--- config.mk ---
export PLATFORM = sky130hd
export DESIGN_NAME = mem_arbiter_flat
export DESIGN_NICKNAME = d
export VERILOG_FILES = /design/src/rtl/mem_arbiter_if.sv /design/src/rtl/mem_arbiter.sv /design/src/flat_wrapper.sv
export SDC_FILE = /design/constraint.sdc
export NUM_CORES = 1
export LEC_CHECK = 0
export ABC_CLOCK_PERIOD_IN_PS = 1600
export CAP_MARGIN = 10
export CORE_ASPECT_RATIO = 2
export CORE_UTILIZATION = 33
export CTS_BUF_LIST = sky130_fd_sc_hd__clkbuf_4
export DETAILED_ROUTE_END_ITERATION = 10
export GPL_TIMING_DRIVEN = 0
export MAX_ROUTING_LAYER = met4
export PLACE_DENSITY = 0.86
export SLEW_MARGIN = 40
export SYNTH_ARGS = -nofsm -noshare
export SYNTH_HDL_FRONTEND = slang
export SYNTH_SLANG_ARGS = --single-unit
--- constraint.sdc ---
create_clock -name clk -period 1.6 [get_ports clk]
set_input_delay 0.48 -clock clk [delete_from_list [all_inputs] [get_ports clk]]
set_output_delay 0.48 -clock clk [all_outputs]
set_load 0.02 [all_outputs]
--- src/rtl/mem_arbiter_if.sv ---
// mem_arbiter_if: requester, memory and status signals of the I/D memory arbiter
interface mem_arbiter_if #(
  parameter int AW = 32,
  parameter int DW = 32
);
  logic          i_req;
  logic [AW-1:0] i_addr;
  logic [DW-1:0] i_rdata;
  logic          i_ready;
  logic          d_req;
  logic          d_we;
  logic [AW-1:0] d_addr;
  logic [DW-1:0] d_wdata;
  logic [DW-1:0] d_rdata;
  logic          d_ready;
  logic          mem_req;
  logic          mem_we;
  logic [AW-1:0] mem_addr;
  logic [DW-1:0] mem_wdata;
  logic [DW-1:0] mem_rdata;
  logic          mem_ready;
  logic          stall_if;
  logic          stall_mem;
  logic          bus_err;
  modport slave (
    input  i_req, i_addr, d_req, d_we, d_addr, d_wdata, mem_rdata, mem_ready,
    output i_rdata, i_ready, d_rdata, d_ready, mem_req, mem_we, mem_addr, mem_wdata,
           stall_if, stall_mem, bus_err
  );
  modport master (
    output i_req, i_addr, d_req, d_we, d_addr, d_wdata, mem_rdata, mem_ready,
    input  i_rdata, i_ready, d_rdata, d_ready, mem_req, mem_we, mem_addr, mem_wdata,
           stall_if, stall_mem, bus_err
  );
endinterface

--- src/rtl/mem_arbiter.sv ---
// mem_arbiter: shares one variable-latency memory port between fetch and data requesters
module mem_arbiter #(
  parameter int AW           = 32,
  parameter int DW           = 32,
  parameter int MAX_D_STREAK = 4,
  parameter int TIMEOUT      = 255
) (
  input logic          clk,
  input logic          resetn,
  mem_arbiter_if.slave bus
);
  localparam int SW = $clog2(MAX_D_STREAK + 1);
  localparam int TW = $clog2(TIMEOUT + 1);
  typedef enum logic [1:0] {IDLE, BUSY_I, BUSY_D} state_t;
  state_t        state_q, state_d;
  logic [SW-1:0] streak_q, streak_d;
  logic [TW-1:0] tmo_q, tmo_d;
  logic [AW-1:0] addr_q, addr_d;
  logic [DW-1:0] wdata_q, wdata_d;
  logic          we_q, we_d, err_q, err_d;
  logic          busy, idle_d, idle_i, tmo_hit, done, grant_d, grant_i;
  assign busy    = state_q != IDLE;
  assign tmo_hit = busy & ~bus.mem_ready & (tmo_q == TW'(TIMEOUT - 1));
  assign done    = busy & (bus.mem_ready | tmo_hit);
  assign grant_d = bus.d_req & (~bus.i_req | (streak_q < SW'(MAX_D_STREAK)));
  assign grant_i = ~grant_d & bus.i_req;
  assign idle_d  = ~busy & grant_d;
  assign idle_i  = ~busy & grant_i;
  // state register
  always_ff @(posedge clk or negedge resetn) begin
    if (!resetn) state_q <= IDLE;
    else         state_q <= state_d;
  end
  // next state: arbitrate in IDLE, return to IDLE on completion or timeout
  always_comb begin
    state_d = busy ? (done ? IDLE : state_q) : grant_d ? BUSY_D : grant_i ? BUSY_I : IDLE;
  end
  // access registers, streak and timeout counters, sticky error
  always_ff @(posedge clk or negedge resetn) begin
    if (!resetn) begin
      streak_q <= '0;
      tmo_q    <= '0;
      addr_q   <= '0;
      wdata_q  <= '0;
      we_q     <= 1'b0;
      err_q    <= 1'b0;
    end else begin
      streak_q <= streak_d;
      tmo_q    <= tmo_d;
      addr_q   <= addr_d;
      wdata_q  <= wdata_d;
      we_q     <= we_d;
      err_q    <= err_d;
    end
  end
  // next values; the streak can only grow while I waits, so it never exceeds MAX_D_STREAK
  always_comb begin
    streak_d = idle_d ? (bus.i_req ? streak_q + 1'b1 : '0) : idle_i ? '0 : streak_q;
    tmo_d    = (busy & ~done) ? tmo_q + 1'b1 : '0;
    addr_d   = idle_d ? bus.d_addr : idle_i ? bus.i_addr : addr_q;
    we_d     = idle_d ? bus.d_we : idle_i ? 1'b0 : we_q;
    wdata_d  = idle_d ? bus.d_wdata : wdata_q;
    err_d    = err_q | tmo_hit;
  end
  // outputs: ready and read data are combinational from the memory response
  always_comb begin
    bus.mem_req   = busy;
    bus.mem_we    = we_q;
    bus.mem_addr  = addr_q;
    bus.mem_wdata = wdata_q;
    bus.bus_err   = err_q;
    bus.i_ready   = (state_q == BUSY_I) & done;
    bus.d_ready   = (state_q == BUSY_D) & done;
    bus.i_rdata   = ((state_q == BUSY_I) & bus.mem_ready) ? bus.mem_rdata : '0;
    bus.d_rdata   = ((state_q == BUSY_D) & bus.mem_ready & ~we_q) ? bus.mem_rdata : '0;
    bus.stall_if  = bus.i_req & ~bus.i_ready;
    bus.stall_mem = bus.d_req & ~bus.d_ready;
  end
endmodule

--- src/flat_wrapper.sv ---
// flat-port wrapper written by rule: the top's interface ports become plain ports
module mem_arbiter_flat 
#(
  parameter int AW           = 32,
  parameter int DW           = 32,
  parameter int MAX_D_STREAK = 4,
  parameter int TIMEOUT      = 255
)
  (clk, resetn, bus_i_req, bus_i_addr, bus_d_req, bus_d_we, bus_d_addr, bus_d_wdata, bus_mem_rdata, bus_mem_ready, bus_i_rdata, bus_i_ready, bus_d_rdata, bus_d_ready, bus_mem_req, bus_mem_we, bus_mem_addr, bus_mem_wdata, bus_stall_if, bus_stall_mem, bus_bus_err);
  mem_arbiter_if #(.AW(AW), .DW(DW)) bus_i ();
  input logic clk;
  input logic resetn;
  input wire logic [$bits(bus_i.i_req)-1:0] bus_i_req;
  input wire logic [$bits(bus_i.i_addr)-1:0] bus_i_addr;
  input wire logic [$bits(bus_i.d_req)-1:0] bus_d_req;
  input wire logic [$bits(bus_i.d_we)-1:0] bus_d_we;
  input wire logic [$bits(bus_i.d_addr)-1:0] bus_d_addr;
  input wire logic [$bits(bus_i.d_wdata)-1:0] bus_d_wdata;
  input wire logic [$bits(bus_i.mem_rdata)-1:0] bus_mem_rdata;
  input wire logic [$bits(bus_i.mem_ready)-1:0] bus_mem_ready;
  output wire logic [$bits(bus_i.i_rdata)-1:0] bus_i_rdata;
  output wire logic [$bits(bus_i.i_ready)-1:0] bus_i_ready;
  output wire logic [$bits(bus_i.d_rdata)-1:0] bus_d_rdata;
  output wire logic [$bits(bus_i.d_ready)-1:0] bus_d_ready;
  output wire logic [$bits(bus_i.mem_req)-1:0] bus_mem_req;
  output wire logic [$bits(bus_i.mem_we)-1:0] bus_mem_we;
  output wire logic [$bits(bus_i.mem_addr)-1:0] bus_mem_addr;
  output wire logic [$bits(bus_i.mem_wdata)-1:0] bus_mem_wdata;
  output wire logic [$bits(bus_i.stall_if)-1:0] bus_stall_if;
  output wire logic [$bits(bus_i.stall_mem)-1:0] bus_stall_mem;
  output wire logic [$bits(bus_i.bus_err)-1:0] bus_bus_err;
  assign bus_i.i_req = bus_i_req;
  assign bus_i.i_addr = bus_i_addr;
  assign bus_i.d_req = bus_d_req;
  assign bus_i.d_we = bus_d_we;
  assign bus_i.d_addr = bus_d_addr;
  assign bus_i.d_wdata = bus_d_wdata;
  assign bus_i.mem_rdata = bus_mem_rdata;
  assign bus_i.mem_ready = bus_mem_ready;
  assign bus_i_rdata = bus_i.i_rdata;
  assign bus_i_ready = bus_i.i_ready;
  assign bus_d_rdata = bus_i.d_rdata;
  assign bus_d_ready = bus_i.d_ready;
  assign bus_mem_req = bus_i.mem_req;
  assign bus_mem_we = bus_i.mem_we;
  assign bus_mem_addr = bus_i.mem_addr;
  assign bus_mem_wdata = bus_i.mem_wdata;
  assign bus_stall_if = bus_i.stall_if;
  assign bus_stall_mem = bus_i.stall_mem;
  assign bus_bus_err = bus_i.bus_err;
  mem_arbiter #(.AW(AW), .DW(DW), .MAX_D_STREAK(MAX_D_STREAK), .TIMEOUT(TIMEOUT)) u_core (.clk(clk), .resetn(resetn), .bus(bus_i));
endmodule
==> metrics.md, run 1 <==
| Metric | Value |
|---|---|
| Status | `finished, violations left` |
| Failing checks | `negative setup slack` |
| Initial antenna violation count | `0` |
| Worst Path Arrival | `1.80 ns` |
| Critical path buffers and inverters | `3` |
| Cell Pwr Density | `1310 nW/um^2` |
| Hold Path Depth | `1` |
| Commonest non-fill, non-tap cell in the layout | `clkdlybuf4s50_1` |
| Peak supply drop | `1070 uV` |
| MaxCap Viol Count | `0` |
| GRT Residual Overflow | `0` |
| Nets | `868` |
| Crit path launch | `u_core.state_q[0]$_DFFE_PN0N_` |
| Sequential share of the synthesized area | `0.498` |
| Post-synth ARST share | `1.00` |
| Crit end category | `output port` |
| Final setup vio count | `138` |
| Root Driver | `clkbuf_4` |
| Top_reg_cell synth | `dfrtp_1` |
| Post-route setup slack | `-0.682 ns` |
| Minimum clock period after layout | `~2.3 ns` |
| Initial Util | `0.339` |
| Synth unique cells | `41` |
| Crit-path max FO | `7` |
| Top delay family on crit path | `simple AND/OR/NAND/NOR gates` |
| Drt first pass iters | `4` |
| Die area | `12500 um^2` |
| Hold EP | `u_core.bus.bus_err$_DFF_PN0_` |
| Synth warnings | `0` |
| Clk buf depth | `2` |
| CTS tree | `yes` |
| Slew @ Worst Pin | `0.488 ns` |
| Diode count | `0` |
| HPWL Detailed | `11800 um` |
| F_max | `0.438 GHz` |
| Placer Congestion | `0.827` |
| HP Start | `u_core.bus.bus_err$_DFF_PN0_` |
| Highest routed metal layer | `met4` |
| Setup TNS | `-62.67 ns` |
| Core area | `11700 um^2` |
| Hold Fails Final Rpt | `0` |
| RSZ-0062 raised after global routing | `yes` |
| Total power draw | `11.3 mW` |
| WL/cell | `20.9 um` |
| Antenna-violating nets left | `0` |
| Synthesized area | `3970 um^2` |
| First-pass GRT wire length | `around 26000 um` |
| TritonCTS Buffers | `9` |
| Layout cells sized above 1 | `0.572` |
| Std cell rows | `56` |
| Critical R2R Capture | `u_core.bus.mem_wdata[4]$_DFFE_PN0P_` |
| Crit-path slowest cell | `dfrtp_1` |
| Critical path cell sequence | `buf_6 > and4bb_4 > clkbuf_8 > and2_4 > buf_6` |
| R2R setup slack | `-0.45 ns` |
| Final Cycle Share | `1.43` |
| Syn avg cell area | `approximately 11 um^2` |
| Leak | `3.94 nW` |
| DRC violations left | `0` |
| Cells after synthesis | `approximately 370` |
| Die width | `~80 um` |
| Max Slew Vio Count | `0` |
| Max incr delay on CP | `around 0.42 ns` |
| # port buffers | `268` |
| Number of vias in the routed layout | `4544` |
| Post-synth EDFFs | `0` |
| Register bit total from synthesis | `79` |
| Critical Path RT | `1.12 ns` |
| Gr usage total | `0.291` |
| Worst hold path class | `flop to flop` |
| Routed WL | `~18000 um` |
| Most frequent cells in the layout | `clkdlybuf4s50_1 (130), buf_6 (106), dfrtp_1 (78), and2_4 (63), buf_2 (60)` |
| Largest net degree at the start of global routing | `46` |
| CP startpoint kind | `flop` |
| Met1 wire length | `5570 um` |
| Initial drt markers | `150` |
| Worst-path clk slew | `0.13 ns` |
| H-Tree Depth | `3` |
| Reg2Reg Depth | `7` |
| Post-synthesis net count | `509` |
| Met3 WL | `about 1400 um` |
| Crit path top cell by count | `buf_6` |
| Num ports | `~270` |
| Number of global-route vias before repair | `5045` |
| WL met2 | `~10000 um` |
| Fillers | `775` |
| Critical path class | `flop to output port` |
| Area Growth Syn to Fin | `117%` |
| Clk_lat worst skew | `0.43 ns` |
| TritonCTS sink count | `79` |
| Max Clock Skew | `0.0309 ns` |
| FF-to-FF Start | `u_core.state_q[1]$_DFFE_PN0N_` |
| Chip Height | `157 um` |
| Max-slew headroom | `0.675` |
| Drt via density | `~5.2` |
## routing by layer
metal  GRT usage  vias to the layer above
met5           -                        -
met4       0.180                        0
met3      0.0632                       72
met2       0.545                      288
met1       0.252                     2181
li1            -                     2003
## cell families (layout without fill, tap and decap cells)
family / count (synthesis) / in the layout / share of synthesized area
AOI/OAI and AO/OA: 53 / 53 / 0.0896
xor gates and xnor gates: 3 / 3 / 0.00662
adders and majority gates: 3 / 3 / 0.00946
buffers and inverters: 43 / 406 / 0.0505
DFF: 79 / 79 / 0.498
muxes: 54 / 54 / 0.147
and+or+nand+nor: 137 / 138 / 0.199
## power by group
group          leakage (nW)  switching, mW  internal, mW
clock                0.0883          0.753         0.640
combinational          2.90           3.17          3.43
sequential            0.948          0.511          2.76
total                  3.94           4.44          6.83
## worst register-to-register path: cells and delay by family (launching register included)
| kind | cells | cell delay, ns |
|---|---|---|
| DFF | 1 | 0.47 |
| muxes | 1 | 0.29 |
| buffers and inverters | 4 | 0.53 |
| and+or+nand+nor | 2 | 0.67 |
## sequential cells by signal (all words and copies together), names as in the netlist
name                  flops
u_core.tmo_q              8
u_core.streak_q           3
u_core.bus.mem_wdata     32
u_core.bus.mem_addr      32
u_core.bus.bus_err        1
u_core.bus.mem_we         1
u_core.state_q            2
## Yosys cell counts, types with 2 or more instances
master,count,area share
buf_4,2,0.0038
buf_6,3,0.0085
and2_1,65,0.10
a21boi_0,2,0.0038
a22o_1,2,0.0044
a21o_1,3,0.0057
buf_2,6,0.0076
o21ai_0,22,0.028
mux2i_1,21,0.053
clkbuf_1,14,0.013
o21ba_2,2,0.0050
nor2_1,18,0.017
nand2_1,3,0.0028
xnor2_1,2,0.0044
o31a_1,2,0.0044
and3_1,4,0.0063
mux2_2,6,0.017
o21ai_1,3,0.0038
nand3_1,25,0.032
mux2_1,27,0.077
ha_1,3,0.0095
inv_1,17,0.016
dfrtp_1,79,0.50
nor3_1,13,0.016
a221oi_1,11,0.024
a31oi_1,2,0.0032
## per-stage QoR
stage / area [um^2] / worst slack, ns / std cells / hold slack (ns) / utilization
finish: 8610 / -0.682 / 881 / 0.483 / 0.736
global route: 8610 / -0.775 / 881 / 0.481 / 0.736
CTS: 8440 / -0.732 / 874 / 0.469 / 0.722
detailed placement: 7200 / -1.25 / 786 / 0.399 / 0.615
global placement: 7170 / -2.69 / 785 / 0.444 / 0.613
floorplan: 4310 / -0.189 / 372 / 0.184 / -
## timing repair
item,in CTS,in global routing
gates resized for setup,803,102
pin swaps,40,34
setup endpoints to repair,206,165
hold endpoints to repair,34,0
cloned,17,0
hold buffers,1,0
buffers inserted,55,20
## final cells by class
| type | instances | area (um^2) | share of cell area |
|---|---|---|---|
| repair buffers | 352 | 3460 | 0.402 |
| multi-input cells | 251 | 2490 | 0.289 |
| flip-flops and latches | 79 | 1980 | 0.230 |
| plain buffers | 21 | 273 | 0.0317 |
| well taps | 145 | 181 | 0.0211 |
| clock inverters | 7 | 95.1 | 0.0110 |
| clock buffers | 9 | 67.6 | 0.00785 |
| inverters | 17 | 66.3 | 0.00770 |
## worst max-delay path by stage
stage / endpoint / slack [ns] / cells after the start
final: bus_d_rdata[11] / -0.68 / 5
after floorplan: bus_stall_if / -0.19 / 5
after CTS: bus_d_rdata[12] / -0.73 / 5
after global routing: bus_stall_mem / -0.78 / 6
after global placement: u_core.bus.mem_addr[26]$_DFFE_PN0P_ / -2.69 / 1
after detailed placement: bus_d_rdata[12] / -1.25 / 5
(Power assumes the default switching activity.)
==> run 2, diff against run 1 <==
Settings changed: CORE_UTILIZATION 33 to 32, CTS_BUF_LIST sky130_fd_sc_hd__clkbuf_4 to unset, PLACE_DENSITY 0.86 to 0.83.
==> run 2 against run 1 <==
Against the previous run: the run still ends with negative setup slack left; fmax rose by 3.2%; hold slack got worse by 0.44 ns; utilization decreased by 2.6 points; clock skew is 0.021 ns lower; register-to-register slack better by 0.02 ns; highest routed layer unchanged; first-iteration DRC count increased by 10%; power fell by 0.17%; sequential share of layout area hardly changed; count of clock-buffer cells in the layout is the same; wire length decreased by 5.3%; die area up 3.1%; combinational power shrank 6.1%.
==> metrics.md, run 2 (synthesized netlist as in run 1, its figures left out) <==
| Metric | Value |
|---|---|
| Status | `finished, violations left` |
| Failing checks | `negative setup slack` |
| WL/cell | `around 20 um` |
| Critical path cell sequence | `buf_6 > and4bb_4 > clkbuf_8 > and2_4 > buf_6` |
| Std cell rows | `57` |
| Max Slew Vio Count | `0` |
| First-pass GRT wire length | `24600 um` |
| Chip Height | `~160 um` |
| Max Clock Skew | `approximately 0.0099 ns` |
| WHS | `0.0473 ns` |
| Core area | `12100 um^2` |
| DRC violations left | `0` |
| Critical Path RT | `1.12 ns` |
| TritonCTS Buffers | `9` |
| Dpl ws | `-1.30 ns` |
| Minimum clock period after layout | `between 2 and 2.5 ns` |
| Hold Fails Final Rpt | `0` |
| Drt via density | `5.10` |
| GRT Residual Overflow | `0` |
| Crit-path max FO | `8` |
| Number of global-route vias before repair | `~4700` |
| Layout cells sized above 1 | `0.453` |
| Root Driver | `clkbuf_16` |
| Placed Cells incl. Taps | `788` |
| Cell Pwr Density | `1310 nW/um^2` |
| TritonCTS sink count | `79` |
| RSZ-0062 raised after global routing | `yes` |
| Routed WL | `17400 um` |
| Setup TNS | `-56.72 ns` |
| Final Util | `0.710` |
| Num ports | `269` |
| Crit-path slowest cell | `and4bb_4` |
| Area Growth Syn to Fin | `117%` |
| HPWL Detailed | `11600 um` |
| Peak supply drop | `952 uV` |
| Final setup vio count | `between 100 and 150` |
| CP startpoint kind | `flop` |
| Most frequent cells in the layout | `clkdlybuf4s50_1 (130), buf_6 (100), dfrtp_1 (79), dlygate4sd2_1 (65), and2_4 (64)` |
| Largest net degree at the start of global routing | `45` |
| Drt first pass iters | `4` |
| Commonest non-fill, non-tap cell in the layout | `clkdlybuf4s50_1` |
| Clk buf depth | `2` |
| Leak | `3.93 nW` |
| Final Cycle Share | `1.38` |
| Critical path buffers and inverters | `3` |
| Critical path class | `flop to output port` |
| Initial antenna violation count | `1` |
| Slew @ Worst Pin | `0.511 ns` |
| Top delay family on crit path | `simple AND/OR/NAND/NOR gates` |
| # port buffers | `approximately 270` |
| Number of vias in the routed layout | `4409` |
| CTS tree | `yes` |
| Worst-path clk slew | `~0.060 ns` |
| H-Tree Depth | `3` |
| Initial drt markers | `165` |
| Worst hold path class | `input pin to asynchronous set/reset pin` |
| Worst Path Arrival | `1.73 ns` |
| Placer Congestion | `~0.8` |
| Antenna-violating nets left | `0` |
| Die width | `80.7 um` |
| Gr usage total | `0.265` |
| Nets | `850` |
| MaxCap Viol Count | `0` |
| Non-Filler Instances | `864` |
| Die area | `12900 um^2` |
| Crit path top cell by count | `buf_6` |
| Crit end category | `output port` |
| Post-CTS Hold Fix Bufs | `0` |
| F_max | `0.452 GHz` |
| Max incr delay on CP | `0.44 ns` |
| Initial Util | `0.327` |
| Post-route setup slack | `-0.611 ns` |
| Clk_lat worst skew | `~0.33 ns` |
| Max-slew headroom | `0.659` |
run 2: worst paths after layout:
kind                       slack, ns                                    to  depth (start not counted)                     startpoint
hold reg to reg                 0.50          u_core.bus.bus_err$_DFF_PN0_                          1   u_core.bus.bus_err$_DFF_PN0_
setup reg to reg               -0.43  u_core.bus.mem_wdata[31]$_DFFE_PN0P_                          9  u_core.state_q[1]$_DFFE_PN0N_
max in group asynchronous       1.00         u_core.state_q[1]$_DFFE_PN0N_                          2                         resetn
min in group clk                0.50          u_core.bus.bus_err$_DFF_PN0_                          1   u_core.bus.bus_err$_DFF_PN0_
hold / removal                  0.05   u_core.bus.mem_wdata[8]$_DFFE_PN0P_                          1                         resetn
setup / recovery               -0.61                       bus_d_rdata[17]                          5  u_core.state_q[0]$_DFFE_PN0N_
run 2: area by class of cell:
class | instances | area (um^2)
repair buffers | 332 | 3430
multi-input cells | 250 | 2400
plain buffers | 24 | 304
well taps | 147 | 184
clock buffers | 9 | 225
inverters | 17 | 66.3
clock inverters | 5 | 27.5
fillers | 831 | 3510
diodes | 1 | 2.50
flip-flops and latches | 79 | 1980
run 2: worst register-to-register path: cells and delay by family (launching register included):
| family | cells | cell delay [ns] |
|---|---|---|
| and+or+nand+nor | 2 | 0.55 |
| buffers and inverters | 6 | 0.71 |
| muxes | 1 | 0.30 |
| DFF | 1 | 0.37 |
run 2: power breakdown:
| part | switching [mW] | leakage [nW] | internal (mW) |
|---|---|---|---|
| Sequential | 0.460 | 0.949 | 2.77 |
| Combinational | 2.99 | 2.86 | 3.21 |
| Clock | 0.794 | 0.127 | 1.02 |
| Total | 4.25 | 3.93 | 7.00 |
run 2: what timing repair did:
item | 4_1_cts | 5_1_grt
pin swaps | 18 | 39
gates resized for setup | 590 | 90
buffers inserted | 36 | 21
endpoints found under the setup margin | 205 | 146
gates cloned | 12 | 2
run 2: per-stage QoR:
stage	instance area, um^2	power, mW
2_1_floorplan	4310	5.99
3_3_place_gp	7180	8.48
3_5_place_dp	7200	8.63
4_1_cts	8280	10.9
5_1_grt	8610	11.8
6_report	8610	11.2
run 2: layer usage:
metal  part of all wire  wire, um  track usage
met2               0.57      9960        0.502
met5                  0         0            -
met3              0.079      1380       0.0607
met4              0.043       754        0.131
met1               0.31      5330        0.231
